==> src/rtl/bus_pkg.sv <==
// Shared definitions for the bus fabric: address width, default slave map
// and the transaction state encoding.
package bus_pkg;

    localparam int unsigned AW = 32;

    localparam logic [2*AW-1:0] DEF_BASE = {32'h0000_0200, 32'h0000_0000};
    localparam logic [2*AW-1:0] DEF_MASK = {32'hFFFF_FFF0, 32'hFFFF_FF80};

    typedef enum logic [1:0] {
        IDLE,
        BUSY,
        RESP,
        ERR
    } state_t;

endpackage

==> src/rtl/bus_fabric_addr_match.sv <==
// Combinational address decoder: one-hot hit vector (highest matching
// index wins) plus a flag for addresses that match no slave.
module addr_match
    import bus_pkg::*;
#(
    parameter int unsigned        NSLV = 2,
    parameter logic [NSLV*AW-1:0] BASE = DEF_BASE,
    parameter logic [NSLV*AW-1:0] MASK = DEF_MASK
) (
    input  logic [AW-1:0]   addr,
    output logic [NSLV-1:0] hit,
    output logic            none
);

    // Later iterations overwrite earlier ones, so the highest index wins.
    always_comb begin
        hit  = '0;
        none = 1'b1;
        for (int unsigned i = 0; i < NSLV; i++) begin
            if ((addr & MASK[i*AW +: AW]) == BASE[i*AW +: AW]) begin
                hit    = '0;
                hit[i] = 1'b1;
                none   = 1'b0;
            end
        end
    end

endmodule

==> src/rtl/bus_fabric.sv <==
// Single-master bus fabric: decodes a request onto one of NSLV slaves,
// waits for completion with a stall timeout, and returns a one-cycle response.
module bus_fabric
    import bus_pkg::*;
#(
    parameter int unsigned        NSLV = 2,
    parameter int unsigned        DW   = 32,
    parameter int unsigned        TMO  = 15,
    parameter logic [NSLV*AW-1:0] BASE = DEF_BASE,
    parameter logic [NSLV*AW-1:0] MASK = DEF_MASK
) (
    input  logic                 clk,
    input  logic                 reset,
    input  logic                 m_req,
    input  logic [AW-1:0]        m_addr,
    input  logic [3:0]           m_we,
    input  logic [DW-1:0]        m_wdata,
    output logic                 m_ready,
    output logic [DW-1:0]        m_rdata,
    output logic                 m_err,
    output logic [NSLV-1:0]      s_en,
    output logic [AW-1:0]        s_addr,
    output logic [3:0]           s_we,
    output logic [DW-1:0]        s_wdata,
    input  logic [NSLV*DW-1:0]   s_rdata,
    input  logic [NSLV-1:0]      s_ready
);

    localparam logic [7:0] TMO_LAST = 8'(TMO - 1);

    state_t          state;
    state_t          state_nx;
    logic [NSLV-1:0] hit;
    logic            none;
    logic [NSLV-1:0] sel_q;
    logic [7:0]      cnt_q;
    logic [DW-1:0]   rdata_q;
    logic [DW-1:0]   sel_rdata;
    logic            sel_ready;
    logic            tmo_hit;

    addr_match #(
        .NSLV (NSLV),
        .BASE (BASE),
        .MASK (MASK)
    ) u_match (
        .addr (m_addr),
        .hit  (hit),
        .none (none)
    );

    always_comb begin
        sel_rdata = '0;
        sel_ready = 1'b0;
        for (int unsigned i = 0; i < NSLV; i++) begin
            if (sel_q[i]) begin
                sel_rdata = s_rdata[i*DW +: DW];
                sel_ready = s_ready[i];
            end
        end
    end

    // Counter holds the number of BUSY cycles already spent; the cycle in
    // which it would reach TMO is the last one a ready may still land in.
    assign tmo_hit = (cnt_q == TMO_LAST);

    always_ff @(posedge clk) begin
        if (reset) begin
            state <= IDLE;
        end else begin
            state <= state_nx;
        end
    end

    always_comb begin
        state_nx = state;
        case (state)
            IDLE: begin
                if (m_req) begin
                    state_nx = none ? ERR : BUSY;
                end
            end
            BUSY: begin
                if (sel_ready) begin
                    state_nx = RESP;
                end else if (tmo_hit) begin
                    state_nx = ERR;
                end
            end
            RESP:    state_nx = IDLE;
            ERR:     state_nx = IDLE;
            default: state_nx = IDLE;
        endcase
    end

    always_ff @(posedge clk) begin
        if (reset) begin
            sel_q   <= '0;
            cnt_q   <= '0;
            rdata_q <= '0;
            s_addr  <= '0;
            s_we    <= '0;
            s_wdata <= '0;
        end else begin
            case (state)
                IDLE: begin
                    if (m_req) begin
                        s_addr  <= m_addr;
                        s_we    <= m_we;
                        s_wdata <= m_wdata;
                        sel_q   <= hit;
                        cnt_q   <= '0;
                    end
                end
                BUSY: begin
                    cnt_q <= cnt_q + 8'd1;
                    if (sel_ready) begin
                        rdata_q <= (s_we != 4'd0) ? '0 : sel_rdata;
                    end
                end
                default: ;
            endcase
        end
    end

    always_comb begin
        m_ready = (state == RESP) || (state == ERR);
        m_err   = (state == ERR);
        m_rdata = (state == RESP) ? rdata_q : '0;
        s_en    = (state == BUSY) ? sel_q : '0;
    end

endmodule
==> config.mk <==
export PLATFORM = sky130hd
export DESIGN_NAME = bus_fabric
export DESIGN_NICKNAME = d
export VERILOG_FILES = /design/src/rtl/bus_pkg.sv /design/src/rtl/bus_fabric_addr_match.sv /design/src/rtl/bus_fabric.sv
export SDC_FILE = /design/constraint.sdc
export NUM_CORES = 1
export LEC_CHECK = 0
export ABC_AREA = 1
export CAP_MARGIN = 30
export CORE_ASPECT_RATIO = 2
export CORE_MARGIN = 8
export CORE_UTILIZATION = 42
export CTS_BUF_LIST = sky130_fd_sc_hd__clkbuf_4
export CTS_CLUSTER_SIZE = 40
export DETAILED_ROUTE_END_ITERATION = 7
export PLACE_DENSITY = 0.85
export SYNTH_ARGS = -nofsm -noshare
export SYNTH_HDL_FRONTEND = slang
export SYNTH_SLANG_ARGS = --single-unit
==> constraint.sdc <==
create_clock -name clk -period 1.8 [get_ports clk]
set_input_delay 0.54 -clock clk [delete_from_list [all_inputs] [get_ports clk]]
set_output_delay 0.54 -clock clk [all_outputs]
set_load 0.02 [all_outputs]
==> metrics, run 1 <==
net count of the mapped netlist 817; CTS buffer count 9; dominant combinational cell family by area after synthesis simple AND/OR/NAND/NOR gates; total global-route track usage a little over a fifth; Routed WL between 15000 and 20000 µm; Yosys reg bits 112; total iterations of the first detailed-routing run 5; launching element type of the critical path flop; sequential cell area fraction in the yosys report 45.8%; I/O Pins between 200 and 250; required arrival time at the worst endpoint roughly 1.3 ns; IR drop worst, VDD just over 0.0006 V; Area growth syn-to-layout 63.5%; number of global-route vias before repair roughly 5400; tightest slew margin relative to the limit about 75%; adder-cell area share of the yosys netlist 0.511%; count of distinct cell types in the synthesized netlist 25; H-Tree Level Count 3; site row count 56; Post-Synth Simple-Gate Area 24.1%; commonest non-fill, non-tap cell in the layout sky130_fd_sc_hd__clkdlybuf4s50_1; drt first-iter violations about 290; antenna-violating nets left 0; Die W ~92 µm; Hold Path Class reg2reg; commonest cells after routing, fill and taps aside sky130_fd_sc_hd__clkdlybuf4s50_1 (136), sky130_fd_sc_hd__nor2_1 (134), sky130_fd_sc_hd__dfxtp_1 (106); clock tree from TritonCTS yes; dominant cells by area after synthesis sky130_fd_sc_hd__dfxtp_1 (46%), sky130_fd_sc_hd__nor2_1 (13%), sky130_fd_sc_hd__o21ai_0 (7.4%); tightest hold margin approximately 0.48 ns; Mapped Cells just under 700; post-detailed-route DRC marker count 0; wire length of the first global-routing pass 26900 µm; post-layout power 6.74 mW; WL/cell roughly 17 µm; setup slack of the critical path after layout -0.360 ns; category of the most critical setup path reg2out; root buffer selected by CTS sky130_fd_sc_hd__clkbuf_4; area of the mapped netlist 4900 µm²; die area 15600 µm²; mean area per synthesized cell between 7 and 8 µm²; mux contribution to synthesized area 0%; average vias per placed instance between 5 and 6; fraction of post-synthesis cell area in the top cell type by area a little under half; end-of-flow core utilization 69.3%; fraction of synthesized cell area in xor and xnor cells 0%; number of failing setup endpoints in the final timing report 33; CP arrival around 1.6 ns; post-synthesis compound-gate area fraction about a fifth; number of pins exceeding their max-slew limit in the final report 0; final-stage net count 1051; deepest clock path buffer count 2; power per unit of standard cell area approximately 840 nW/µm²; Placer Congestion ~0.83; RSZ-0062 raised after global routing yes; fraction of final layout cells with drive strength greater than 1 roughly 15%; clock-pin slew reported for the worst setup and hold paths after clock tree synthesis roughly 0.16 ns; y dimension of the die between 150 and 200 µm; hpwl dp approximately 13000 µm; violations in the final reports setup timing; Max Cap Violations 0; maximum number of pins on one net before global-route repair 43; number of hold-slack violations in the final timing report 0; Post-CTS Hold Buffers 0; Critical Path Fanout Max 7; Leakage Power between 3 and 4 nW; count of port buffers added during placement 240; clk_lat worst skew 0.47 ns; share of the clock period used by the worst path after layout 120%; cell type with the highest aggregate area in the netlist sky130_fd_sc_hd__dfxtp_1; Via Count 5509; number of antenna diodes 0; total of warnings raised by yosys 0; critical path endpoint category output pin; post-route minimum period about 2.2 ns; initial antenna violation count 0; maximum clock frequency ~460 MHz; clock sink count about 110; pre-CTS setup slack -0.339 ns; starting utilization of the core area approximately 42%; run status complete, but fails checks; worst-margin pin slew around 0.38 ns; worst clock skew on the final layout roughly 0.022 ns; core region area around 12000 µm²; residual overflow from global routing 0
cell families (layout without fill, tap and decap cells):
logic type | count (synthesis) | after routing
buf+inv | 109 | 348
compound gates | 166 | 166
simple gates | 289 | 289
flops | 112 | 112
fa+ha+maj | 2 | 2
layout make-up:
type	instances	area (µm²)
Clock buffer	10	75.1
Inverter	61	231
Sequential cell	112	2250
Tap cell	145	181
Clock inverter	6	50.0
Multi-Input combinational cell	457	2430
Timing Repair Buffer	271	2790
Fill cell	925	3550
synth_stat cells (all sizes together):
| cell type | n |
|---|---|
| nor2 | 170 |
| dfxtp | 112 |
| o21ai | 72 |
| nand2 | 67 |
| inv | 60 |
| a21oi | 58 |
| nand3 | 42 |
| a22o | 32 |
| clkbuf | 29 |
| buf | 19 |
| nor3 | 6 |
| a211oi | 2 |
| a41oi | 2 |
| ha | 2 |
| or2 | 2 |
| clkinv | 1 |
| nand4 | 1 |
| nor4 | 1 |
worst max-delay path, cell delays in order (launching register included):
cell	delay, ns
sky130_fd_sc_hd__dfxtp_2	0.36
sky130_fd_sc_hd__inv_2	0.04
sky130_fd_sc_hd__or2_4	0.30
sky130_fd_sc_hd__clkbuf_16	0.20
sky130_fd_sc_hd__nor2_2	0.10
sky130_fd_sc_hd__buf_4	0.16
flip-flops by register name, summed over array words and instances, names as in the netlist:
register and flops:
sel_q 2, cnt_q 8, state 2, s_wdata 32, s_we 4, s_addr 32, rdata_q 32
report_power, final:
part,total (mW),leakage (nW),switching (mW),internal [mW]
sequential,2.92,0.920,0.150,2.77
clock,1.19,0.0697,0.862,0.323
combinational,2.63,2.18,1.48,1.14
timing repair:
item	in CTS	in global routing
buffers inserted	3	0
cloned	2	1
resized for setup	316	77
endpoints found under the setup margin	104	67
pin swaps	5	4
hold endpoints to repair	0	0
metrics by stage:
stage	instances	cell area, µm²	setup TNS, ns
2_1_floorplan	678	4900	-1.18
3_3_place_gp	1042	7550	-15.28
3_5_place_dp	1042	7550	-19.20
4_1_cts	1063	7790	-11.60
5_1_grt	1062	8010	-12.22
6_report	1062	8010	-9.69
final timing paths:
path	from	to	slack (ns)	depth (start not counted)
max reg2reg	sel_q[1]	rdata_q[16]	0.08	6
max	state[1]	m_rdata[0]	-0.36	5
min	rdata_q[22]	rdata_q[22]	0.48	2
min reg2reg	rdata_q[22]	rdata_q[22]	0.48	2
per-layer routing:
layer / track usage [%] / wire, µm
met1: 25.0 / 6770
met2: 35.1 / 8680
met3: 7.99 / 1940
met4: 6.07 / 371
met5: 0 / 0
Power figures use the tool's default switching activity.
==> run 2: changes to the inputs <==
--- a/config.mk
+++ b/config.mk
@@ -9,11 +9,12 @@
 export CAP_MARGIN = 30
 export CORE_ASPECT_RATIO = 2
 export CORE_MARGIN = 8
-export CORE_UTILIZATION = 42
+export CORE_UTILIZATION = 43
 export CTS_BUF_LIST = sky130_fd_sc_hd__clkbuf_4
 export CTS_CLUSTER_SIZE = 40
 export DETAILED_ROUTE_END_ITERATION = 7
 export PLACE_DENSITY = 0.85
 export SYNTH_ARGS = -nofsm -noshare
 export SYNTH_HDL_FRONTEND = slang
+export SYNTH_HIERARCHICAL = 1
 export SYNTH_SLANG_ARGS = --single-unit
==> metrics, run 2 <==
predominant post-synthesis flop cell sky130_fd_sc_hd__dfxtp_1; power per unit of standard cell area 746 nW/µm² (-11%); setup slack of the critical path after layout -0.200 ns (+0.160 ns); clock-pin slew reported for the worst setup and hold paths after clock tree synthesis 0.16 ns (about the same); Comb power frac 33.9% (-5.1 points); area of the mapped netlist 5150 µm² (+5.2%); most instantiated cells after synthesis sky130_fd_sc_hd__nor2_1 (223), sky130_fd_sc_hd__nand2_1 (160), sky130_fd_sc_hd__dfxtp_1 (112); hpwl dp 13300 µm (+6.2%); sequential fraction of design power 46.4% (+3.0 points); pre-CTS setup slack -0.113 ns (+0.226 ns); worst clock skew on the final layout 0.0234 ns (+0.00155 ns); Critical Path Fanout Max 6 (-1); count of port buffers added during placement 240 (unchanged); Top cell by count, worst path sky130_fd_sc_hd__buf_12; required arrival time at the worst endpoint 1.26 ns (about the same); clk_lat worst skew 0.46 ns (about the same); drt first-iter violations 266 (-7.6%); number of flops mapped to enable cells by yosys 0 (unchanged); CTS buffer count 9 (unchanged); critical-path cell with the highest stage delay sky130_fd_sc_hd__dfxtp_2; antenna-violating nets left 0 (unchanged); area of all placed cells without fillers 8150 µm² (+1.8%); die area 16000 µm² (+2.3%); total global-route track usage 21.6% (+0.33 points); number of pins exceeding their max-slew limit in the final report 0 (unchanged); count of distinct cell types in the synthesized netlist 27 (+8.0%); starting utilization of the core area 44.0% (+1.7 points); I/O Pins 241 (unchanged); CP arrival 1.46 ns (-0.16 ns); category of the most critical setup path reg2out; final-stage net count 1150 (+9.4%); maximum clock frequency 500 MHz (+8.0%); site row count 56 (unchanged); clock sink count 112 (unchanged); Mapped Cells 776 (+14%); Area growth syn-to-layout 58.3%; Routed WL 18000 µm (+1.2%); y dimension of the die 171 µm (+1.2%); post-route minimum period 2.00 ns (-0.160 ns); fraction of final layout cells with drive strength greater than 1 14.5% (-0.91 points); sequential cell area fraction in the yosys report 43.5% (-2.2 points); IR drop worst, VDD 0.000545 V (-12%); number of hold-slack violations in the final timing report 0 (unchanged); share of the clock period used by the worst path after layout 111% (-8.9 points); critical path endpoint category output pin; tightest slew margin relative to the limit 72.9% (-1.7 points); deepest clock path buffer count 2 (unchanged); WL/cell 15.5 µm (-7.5%); number of global-route vias before repair 5420 (+1.2%); Max Cap Violations 0 (unchanged); initial antenna violation count 1 (+1); average vias per placed instance 4.94 (-4.7%); violations in the final reports setup timing; Async SR Flop Fraction 0% (unchanged); core region area 11700 µm² (+1.2%); Yosys reg bits 112 (unchanged); RSZ-0062 raised after global routing yes; post-layout power 6.09 mW (-9.7%); clock tree from TritonCTS yes; Switching Fraction 35.6% (-1.4 points); Hold Path Class reg2reg; total of warnings raised by yosys 6 (+6); maximum number of pins on one net before global-route repair 44 (+2.3%); fraction of post-synthesis cell area in the top cell type by area 43.5% (-2.2 points); post-detailed-route DRC marker count 0 (unchanged); root buffer selected by CTS sky130_fd_sc_hd__clkbuf_4; total iterations of the first detailed-routing run 4 (-1); residual overflow from global routing 0 (unchanged); Leakage Power 3.71 nW (+17%); launching element type of the critical path flop; end-of-flow core utilization 69.7% (+0.40 points); count leader, synth sky130_fd_sc_hd__nor2_1; cell-by-cell trace of the critical path inv_2, nand2_4, buf_12, buf_12, nor2_4, buf_6; run status complete, but fails checks; Int Pwr 3.92 mW (-7.6%); Post-CTS Hold Buffers 0 (unchanged); worst-margin pin slew 0.406 ns (+0.0253 ns); Via Count 5744 (+4.3%); Die W 93.4 µm (+1.1%); Crit path largest cell delay 0.36 ns (about the same); H-Tree Level Count 3 (unchanged); Area after DPL 7750 µm² (+2.7%); wire length of the first global-routing pass 27400 µm (+1.7%); switching power of the nets 2.17 mW (-13%); commonest cells after routing, fill and taps aside sky130_fd_sc_hd__nor2_1 (191), sky130_fd_sc_hd__nand2_1 (158), sky130_fd_sc_hd__clkdlybuf4s50_1 (136); net count of the mapped netlist 915 (+12%); cell type with the highest aggregate area in the netlist sky130_fd_sc_hd__dfxtp_1; Placer Congestion 0.841 (+0.94%); biggest registers after layout rdata_q: 32 flops, s_addr: 32 flops, s_wdata: 32 flops; number of failing setup endpoints in the final timing report 35 (+6.1%); dominant cells by area after synthesis sky130_fd_sc_hd__dfxtp_1 (44%), sky130_fd_sc_hd__nor2_1 (16%), sky130_fd_sc_hd__nand2_1 (12%); Clock power frac 19.7% (+2.1 points); commonest non-fill, non-tap cell in the layout sky130_fd_sc_hd__nor2_1; mean area per synthesized cell 6.64 µm² (-8.1%)
## run 2: path summary, 6_finish.rpt
kind	from	to	slack, ns	cells past startpoint
max	state[0]	m_rdata[3]	-0.20	6
min	s_we[1]	s_we[1]	0.48	2
max reg2reg	sel_q[1]	rdata_q[20]	0.21	8
min reg2reg	s_we[1]	s_we[1]	0.48	2
## run 2: power groups by stage
stage                     Clock (mW)  Sequential, mW  Combinational [mW]
after floorplan                    0            3.10               0.820
after global placement             0            2.87                2.01
after detailed placement           0            2.88                2.03
after CTS                       1.25            2.82                1.98
after global routing            1.34            2.86                2.24
final                           1.20            2.82                2.07
## run 2: cell type report
cell class,count,area [µm²]
Multi-Input combinational cell,562,2620
Fill cell,984,3550
Clock buffer,9,67.6
Tap cell,145,181
Antenna cell,1,2.50
Clock inverter,7,60.1
Sequential cell,112,2250
Timing Repair Buffer,274,2770
Inverter,52,198
## run 2: worst max-delay path: cells and delay by family (launching register included)
| kind | cells | cell delay [ns] |
|---|---|---|
| buffers and inverters | 4 | 0.48 |
| flip-flops | 1 | 0.36 |
| AND/OR/NAND/NOR | 2 | 0.17 |
## run 2: logic make-up (layout without fill, tap and decap cells)
family / after synthesis / after routing / share of synthesized area, %
buffers and inverters: 102 / 342 / 9.35
adders and majority gates: 2 / 2 / 0.486
other: 0 / 1 / 0
AOI/OAI and AO/OA: 122 / 122 / 12.2
DFF: 112 / 112 / 43.5
and+or+nand+nor: 438 / 438 / 34.4
## run 2: per-layer routing
| layer | vias up | GRT usage, % | wire length, µm |
|---|---|---|---|
| met1 | 2623 | 21.3 | 6200 |
| met3 | 41 | 6.54 | 1260 |
| li1 | 2895 | - | - |
| met4 | 0 | 10.0 | 718 |
| met5 | - | 0 | 0 |
| met2 | 185 | 39.7 | 9800 |
## run 2: through the flow
stage | instances | hold slack, ns | setup TNS (ns)
2_1_floorplan | 776 | 0.439 | 0
3_3_place_gp | 1137 | 0.458 | -1.37
3_5_place_dp | 1137 | 0.465 | -2.21
4_1_cts | 1157 | 0.485 | -6.24
5_1_grt | 1162 | 0.512 | -8.00
6_report | 1162 | 0.481 | -4.70
## run 2: repair_timing
| action | in CTS | in global routing |
|---|---|---|
| cloned | 1 | 0 |
| setup endpoints to repair | 104 | 61 |
| gates resized for setup | 285 | 97 |
| endpoints found under the hold margin | 0 | 0 |
| setup buffers | 3 | 4 |
| pin swaps | 1 | 2 |
